$ cat config.mk
export PLATFORM = sky130hd
export DESIGN_NAME = clk_pulse_sched
export DESIGN_NICKNAME = d
export VERILOG_FILES = /design/src/rtl/clk_pulse_sched.sv
export SDC_FILE = /design/constraint.sdc
export NUM_CORES = 1
export LEC_CHECK = 0
export BUFFER_PORTS_ARGS = -buffer_cell sky130_fd_sc_hd__clkbuf_2
export CORE_MARGIN = 8
export CORE_UTILIZATION = 64
export CTS_BUF_LIST = sky130_fd_sc_hd__clkbuf_16
export DETAILED_ROUTE_END_ITERATION = 12
export MAX_ROUTING_LAYER = met4
export PLACE_DENSITY = 0.82
export SLEW_MARGIN = 0
export SYNTH_ARGS = -nofsm -noshare
export SYNTH_HDL_FRONTEND = slang
export SYNTH_SLANG_ARGS = --single-unit
$ cat constraint.sdc
create_clock -name clk -period 8.6 [get_ports clk]
set_clock_uncertainty 0.2 [all_clocks]
set_input_delay 0.86 -clock clk [delete_from_list [all_inputs] [get_ports clk]]
set_output_delay 0.86 -clock clk [all_outputs]
set_load 0.05 [all_outputs]
$ cat src/rtl/clk_pulse_sched.sv
// clk_pulse_sched
//   Multi-channel programmable clock/pulse scheduler. Each channel turns a
//   (period, high time, start phase) triple, all in clk cycles, into a
//   registered square wave / enable stream. One start pulse launches every
//   configured idle channel on the same edge, so relative phases are exact.
//
// Parameters
//   NCH   number of output channels (1..8)
//   CNT_W width of period/ton/phase fields and channel counters
//
// Ports
//   clk, rst_n        system clock (posedge), asynchronous active-low reset
//   cfg_valid/ready   config write handshake; cfg_ready = !pending[cfg_ch]
//   cfg_ch            target channel (out-of-range: accepted and dropped)
//   cfg_period/ton/phase  P, H, Ph for the addressed channel's shadow
//   start, stop       1-cycle launch / force-idle pulses (stop wins)
//   busy              any channel not idle
//   clk_out           generated waveforms, one bit per channel
//   wrap_tick         1-cycle pulse on the last cycle of each period
//
// Build option
//   CLKSCHED_BOUNDARY_UPDATE_EN: a running channel adopts a new config only
//   at its period boundary (glitch-free, no phase re-run). Without it, a
//   running channel adopts the new config on the edge after acceptance and
//   restarts from its phase delay.

module clk_pulse_sched #(
    parameter  int unsigned NCH   = 2,
    parameter  int unsigned CNT_W = 16,
    localparam int unsigned CH_W  = (NCH > 1) ? $clog2(NCH) : 1
) (
    input  logic             clk,
    input  logic             rst_n,
    input  logic             cfg_valid,
    output logic             cfg_ready,
    input  logic [CH_W-1:0]  cfg_ch,
    input  logic [CNT_W-1:0] cfg_period,
    input  logic [CNT_W-1:0] cfg_ton,
    input  logic [CNT_W-1:0] cfg_phase,
    input  logic             start,
    input  logic             stop,
    output logic             busy,
    output logic [NCH-1:0]   clk_out,
    output logic [NCH-1:0]   wrap_tick
);

    typedef enum logic [1:0] {S_IDLE, S_PHASE, S_HIGH, S_LOW} state_t;

    typedef struct packed {
        state_t           st;
        logic [CNT_W-1:0] cnt;
    } ld_t;

    // Entry into a (possibly phase-delayed) waveform. A zero high time
    // starts directly in LOW so the period length is still honoured.
    function automatic ld_t f_enter(input logic [CNT_W-1:0] ph,
                                    input logic [CNT_W-1:0] hh,
                                    input logic [CNT_W-1:0] ll);
        ld_t v_ld;
        if (ph != '0) begin
            v_ld.st  = S_PHASE;
            v_ld.cnt = ph;
        end else if (hh != '0) begin
            v_ld.st  = S_HIGH;
            v_ld.cnt = hh;
        end else begin
            v_ld.st  = S_LOW;
            v_ld.cnt = ll;
        end
        return v_ld;
    endfunction

    logic [NCH-1:0] w_pend;
    logic [NCH-1:0] w_busy;

    for (genvar g = 0; g < NCH; g++) begin : g_ch
        state_t           r_state;
        logic [CNT_W-1:0] r_cnt;
        logic [CNT_W-1:0] r_p, r_h, r_ph;
        logic [CNT_W-1:0] r_sp, r_sh, r_sph;
        logic             r_pend, r_clk, r_wrap;
        ld_t              w_nxt;
        logic             w_acc, w_load, w_clk_nxt, w_wrap_nxt, w_wrap_now;
        logic [CNT_W-1:0] w_hh, w_ll;
        logic [CNT_W-1:0] w_src_p, w_src_h, w_src_ph, w_src_hh, w_src_ll;

        assign w_acc = cfg_valid && cfg_ready && (cfg_ch == CH_W'(g));

        // High time is clamped to the period; low time is then never negative.
        assign w_hh = (r_h >= r_p) ? r_p : r_h;
        assign w_ll = r_p - w_hh;

        // Values a launch/reload will run with: a pending shadow is copied on
        // the same edge, so the new waveform must already use it.
        assign w_src_p  = r_pend ? r_sp  : r_p;
        assign w_src_h  = r_pend ? r_sh  : r_h;
        assign w_src_ph = r_pend ? r_sph : r_ph;
        assign w_src_hh = (w_src_h >= w_src_p) ? w_src_p : w_src_h;
        assign w_src_ll = w_src_p - w_src_hh;

        // Last cycle of a period: end of LOW, or end of HIGH when there is no LOW.
        assign w_wrap_now = (r_cnt == CNT_W'(1)) &&
                            ((r_state == S_LOW) || ((r_state == S_HIGH) && (w_ll == '0)));

        always_comb begin
            w_nxt.st   = r_state;
            w_nxt.cnt  = r_cnt;
            w_load     = 1'b0;
            w_clk_nxt  = (r_state == S_HIGH);
            w_wrap_nxt = w_wrap_now;
            if (r_state == S_IDLE) begin
                w_load = r_pend;
                if (start && !stop && (w_src_p != '0))
                    w_nxt = f_enter(w_src_ph, w_src_hh, w_src_ll);
            end else if (stop) begin
                w_nxt      = '{st: S_IDLE, cnt: '0};
                w_clk_nxt  = 1'b0;
                w_wrap_nxt = 1'b0;
            end else begin
                case (r_state)
                    S_PHASE: begin
                        if (r_cnt == CNT_W'(1)) w_nxt = f_enter('0, w_hh, w_ll);
                        else                    w_nxt.cnt = r_cnt - CNT_W'(1);
                    end
                    S_HIGH: begin
                        if (r_cnt != CNT_W'(1))  w_nxt.cnt = r_cnt - CNT_W'(1);
                        else if (w_ll != '0)     w_nxt = '{st: S_LOW,  cnt: w_ll};
                        else                     w_nxt = '{st: S_HIGH, cnt: w_hh};
                    end
                    S_LOW: begin
                        if (r_cnt != CNT_W'(1))  w_nxt.cnt = r_cnt - CNT_W'(1);
                        else if (w_hh != '0)     w_nxt = '{st: S_HIGH, cnt: w_hh};
                        else                     w_nxt = '{st: S_LOW,  cnt: w_ll};
                    end
                    default: ;
                endcase
`ifdef CLKSCHED_BOUNDARY_UPDATE_EN
                if (r_pend && w_wrap_now) begin
                    w_load = 1'b1;
                    if (w_src_p == '0) w_nxt = '{st: S_IDLE, cnt: '0};
                    else               w_nxt = f_enter('0, w_src_hh, w_src_ll);
                end
`else
                if (r_pend) begin
                    w_load     = 1'b1;
                    w_clk_nxt  = 1'b0;
                    w_wrap_nxt = 1'b0;
                    if (w_src_p == '0) w_nxt = '{st: S_IDLE, cnt: '0};
                    else               w_nxt = f_enter(w_src_ph, w_src_hh, w_src_ll);
                end
`endif
            end
        end

        always_ff @(posedge clk or negedge rst_n) begin
            if (!rst_n) begin
                r_state <= S_IDLE;
                r_cnt   <= '0;
                r_clk   <= 1'b0;
                r_wrap  <= 1'b0;
                r_pend  <= 1'b0;
                r_p     <= '0;
                r_h     <= '0;
                r_ph    <= '0;
                r_sp    <= '0;
                r_sh    <= '0;
                r_sph   <= '0;
            end else begin
                r_state <= w_nxt.st;
                r_cnt   <= w_nxt.cnt;
                r_clk   <= w_clk_nxt;
                r_wrap  <= w_wrap_nxt;
                if (w_acc) begin
                    r_sp   <= cfg_period;
                    r_sh   <= cfg_ton;
                    r_sph  <= cfg_phase;
                    r_pend <= 1'b1;
                end else if (w_load) begin
                    r_p    <= r_sp;
                    r_h    <= r_sh;
                    r_ph   <= r_sph;
                    r_pend <= 1'b0;
                end
            end
        end

        assign clk_out[g]   = r_clk;
        assign wrap_tick[g] = r_wrap;
        assign w_pend[g]    = r_pend;
        assign w_busy[g]    = (r_state != S_IDLE);
    end

    always_comb begin
        cfg_ready = 1'b1;
        for (int unsigned i = 0; i < NCH; i++)
            if (cfg_ch == CH_W'(i)) cfg_ready = !w_pend[i];
    end

    assign busy = |w_busy;

endmodule
==> results.md <==
* Status: finished, final reports clean
* Worst skew pair latency at 0.54 ns
* Hold WC Path Type: input pin to asynchronous set/reset pin
* Setup crit start kind: register
* Post-Route Utilization at 0.702
* Post-DP HPWL at 46,400 um
* Initial DRT Pass Iterations at 7
* Filler Cell Count at 2,130
* Slew Limit Fails at 0
* Iteration-0 DRC Markers at 2,554
* Setup crit end kind: register
* Vias in the first global route at 15.6k
* Fmax at 139 MHz
* Initial antenna violation count at 1
* # IOs at 60
* Fin. Hold Viols at 0
* Cell accounting for the most synthesized area: dfrtp_1
* FP Rows at 61
* Grt total ovfl at 0
* Crit path kind: register to register
* Largest net degree at the start of global routing at 105
* Gr usage total at 0.363
* Hold_ws at 0.142 ns
* R2R Path Start: g_ch[1].r_pend$_DFFE_PN0P_
* Post-synth EDFFs at 0
* Top_reg_cell synth: dfrtp_1
* DIE WIDTH at 184 um
* Crit path to: g_ch[1].r_cnt[8]$_DFFE_PN0P_
* Chip height at 184 um
* Hold Buf Count CTS at 0
* CTS sink count at 234
* Crit-path max FO at 41
* Synth area leaders: dfrtp_1 (32%), mux2_2 (14%), ha_1 (8.3%), mux2i_1 (4.7%), o21ai_0 (3.7%)
* Flop-to-flop setup slack at 1.38 ns
* Mapped Area at 18,200 sq um
* Layout cells sized above 1 at 0.181
* First-pass GRT wire length at 93,000 um
* Detail Route Antenna Nets at 0
* Least-Margin Pin Slew at 1.31 ns
* Final setup margin at 1.38 ns
* DRC viols at 0
* CTS Buf Count at 26
* Routed len/inst at 25.5 um
* Critical Path RT at 8.83 ns
* Count leader, synth: dfrtp_1
* Min Tclk post-route at 7.22 ns
* Reg2Reg Depth at 23
* Worst setup startpoint: g_ch[1].r_pend$_DFFE_PN0P_
* NumNets Final at 2,167
* Avg Vias per Cell at 6.93
* Post_cts resized at 0
* Reg clk slew, reported paths at 0.07 ns
* Max H-tree Level at 1
* Longest Clk Path Bufs at 3
* Data arrival, critical path at 7.45 ns
* Final period utilization at 0.840
* Port bufs at 59
* Synth unique cells at 88
* Post-synthesis sequential area ratio at 0.322
* Cells after Synth at 1,973
* CTS tree: yes
* Worst Setup Slack post-DPL at 1.55 ns
* Avg Cell Area, Syn at 9.21 sq um
* Starting Density at 0.652
* Die area at 34,000 sq um
* RSZ-0062 raised after global routing: no
* Setup Viol. Count Final at 0
* Core area at 27,900 sq um
* Setup TNS at 0 ns
* Synthesis-stage register bit count at 234
* Root Driver: clkbuf_16
* Routed WL at 60,800 um
* Yosys Warn Count at 0
* Async SR Flop Fraction at 1.00
* Yosys top cell area share at 0.322
* Placer Congestion at 1.06
* Mapped Nets at 2,151
* Setup repair bufs after CTS at 0
* Syn-to-layout area delta at 7.75%
* MaxCap Viol Count at 0
* Rel. slew slack at 0.126
* Synth cell count leaders: dfrtp_1 (234), mux2_2 (222), nand2_1 (143)
* R2R Path End: g_ch[1].r_cnt[8]$_DFFE_PN0P_
* Via count at 16.5k
## per-stage QoR
step / cells / cell area (sq um)
floorplan: 1973 / 18200
finish: 2387 / 19600
CTS: 2386 / 19600
global route: 2387 / 19600
global placement: 2339 / 18700
detailed placement: 2339 / 18700
## registers in the layout, indices dropped and copies added, names as in the netlist
name / flops
g_ch.r_sp: 32
g_ch.r_sh: 32
g_ch.r_pend: 2
g_ch.r_wrap: 2
g_ch.r_h: 32
g_ch.r_sph: 32
g_ch.r_clk: 2
g_ch.r_ph: 32
g_ch.r_state: 4
g_ch.r_p: 32
g_ch.r_cnt: 32
## cell families after synthesis
kind of cell	after synthesis	synth area share
AO/OA/AOI/OAI	522	0.187
XOR/XNOR	72	0.0351
adder cells (fa/ha/maj)	130	0.0904
buffers and inverters	202	0.0431
flip-flops	234	0.322
multiplexers	307	0.184
AND/OR/NAND/NOR	506	0.137
## final cells by class
class | count | area [sq um] | share of cell area
Antenna cell | 1 | 2.50 | 0.000128
Clock buffer | 27 | 676 | 0.0345
Clock inverter | 20 | 158 | 0.00806
Inverter | 116 | 435 | 0.0222
Multi-Input combinational cell | 1537 | 11500 | 0.590
Sequential cell | 234 | 5860 | 0.299
Tap cell | 378 | 473 | 0.0242
Timing Repair Buffer | 74 | 418 | 0.0214
## how the worst min path moves through the flow
stage          cells past startpoint                      endpoint  slack, ns
3_3_place_gp                       1  g_ch[0].r_ph[15]$_DFFE_PN0P_       0.28
3_5_place_dp                       1  g_ch[0].r_ph[15]$_DFFE_PN0P_       0.29
6_report                           1   g_ch[1].r_h[11]$_DFFE_PN0P_       0.14
4_1_cts                            1   g_ch[1].r_h[11]$_DFFE_PN0P_       0.21
5_1_grt                            1   g_ch[1].r_h[11]$_DFFE_PN0P_       0.22
2_1_floorplan                      1  g_ch[0].r_ph[15]$_DFFE_PN0P_       0.27
## worst max-delay path: stages (launching register included)
cell and delay (ns):
dfrtp_2 0.68, buf_4 0.41, o21ai_0 0.89, inv_1 0.11
ha_1 0.25, a2111oi_0 0.50, o21ai_0 0.21, a21oi_1 0.15
o31ai_1 0.10, a21oi_2 0.47, mux2i_1 0.34, ha_1 0.21
inv_1 0.06, fa_1 0.46, a21o_1 0.19, nand4_1 0.11
and3_1 0.21, nor2_1 0.08, xor2_1 0.14, nand2_1 0.07
a21oi_1 0.06, a2111oi_0 0.83, nor2_1 0.13, a31o_1 0.22
## cell usage in the layout (no fill, tap or decap), types with 26 or more instances in the layout
master | Yosys | layout
a21o_1 | 32 | 32
a21oi_1 | 121 | 119
clkbuf_16 | 0 | 27
clkbuf_2 | 0 | 58
dfrtp_1 | 234 | 232
ha_1 | 120 | 120
inv_1 | 112 | 116
mux2_2 | 222 | 222
mux2i_1 | 85 | 85
nand2_1 | 143 | 141
nand3_1 | 39 | 38
nand4_1 | 26 | 26
nor2_1 | 118 | 118
nor3_1 | 34 | 34
nor4_1 | 43 | 43
o21ai_0 | 135 | 135
xnor2_1 | 47 | 47
## layer usage
metal,GRT usage,part of all wire,up-vias
met3,0.0833,0.12,132
met1,0.526,0.43,8002
li1,-,-,7340
met4,0.0881,0.026,0
met2,0.504,0.42,1063
met5,-,0,-
Power is left out: the tool's default activity adds up to more than one toggle a clock period on the data nets, which glitch-free logic cannot reach.
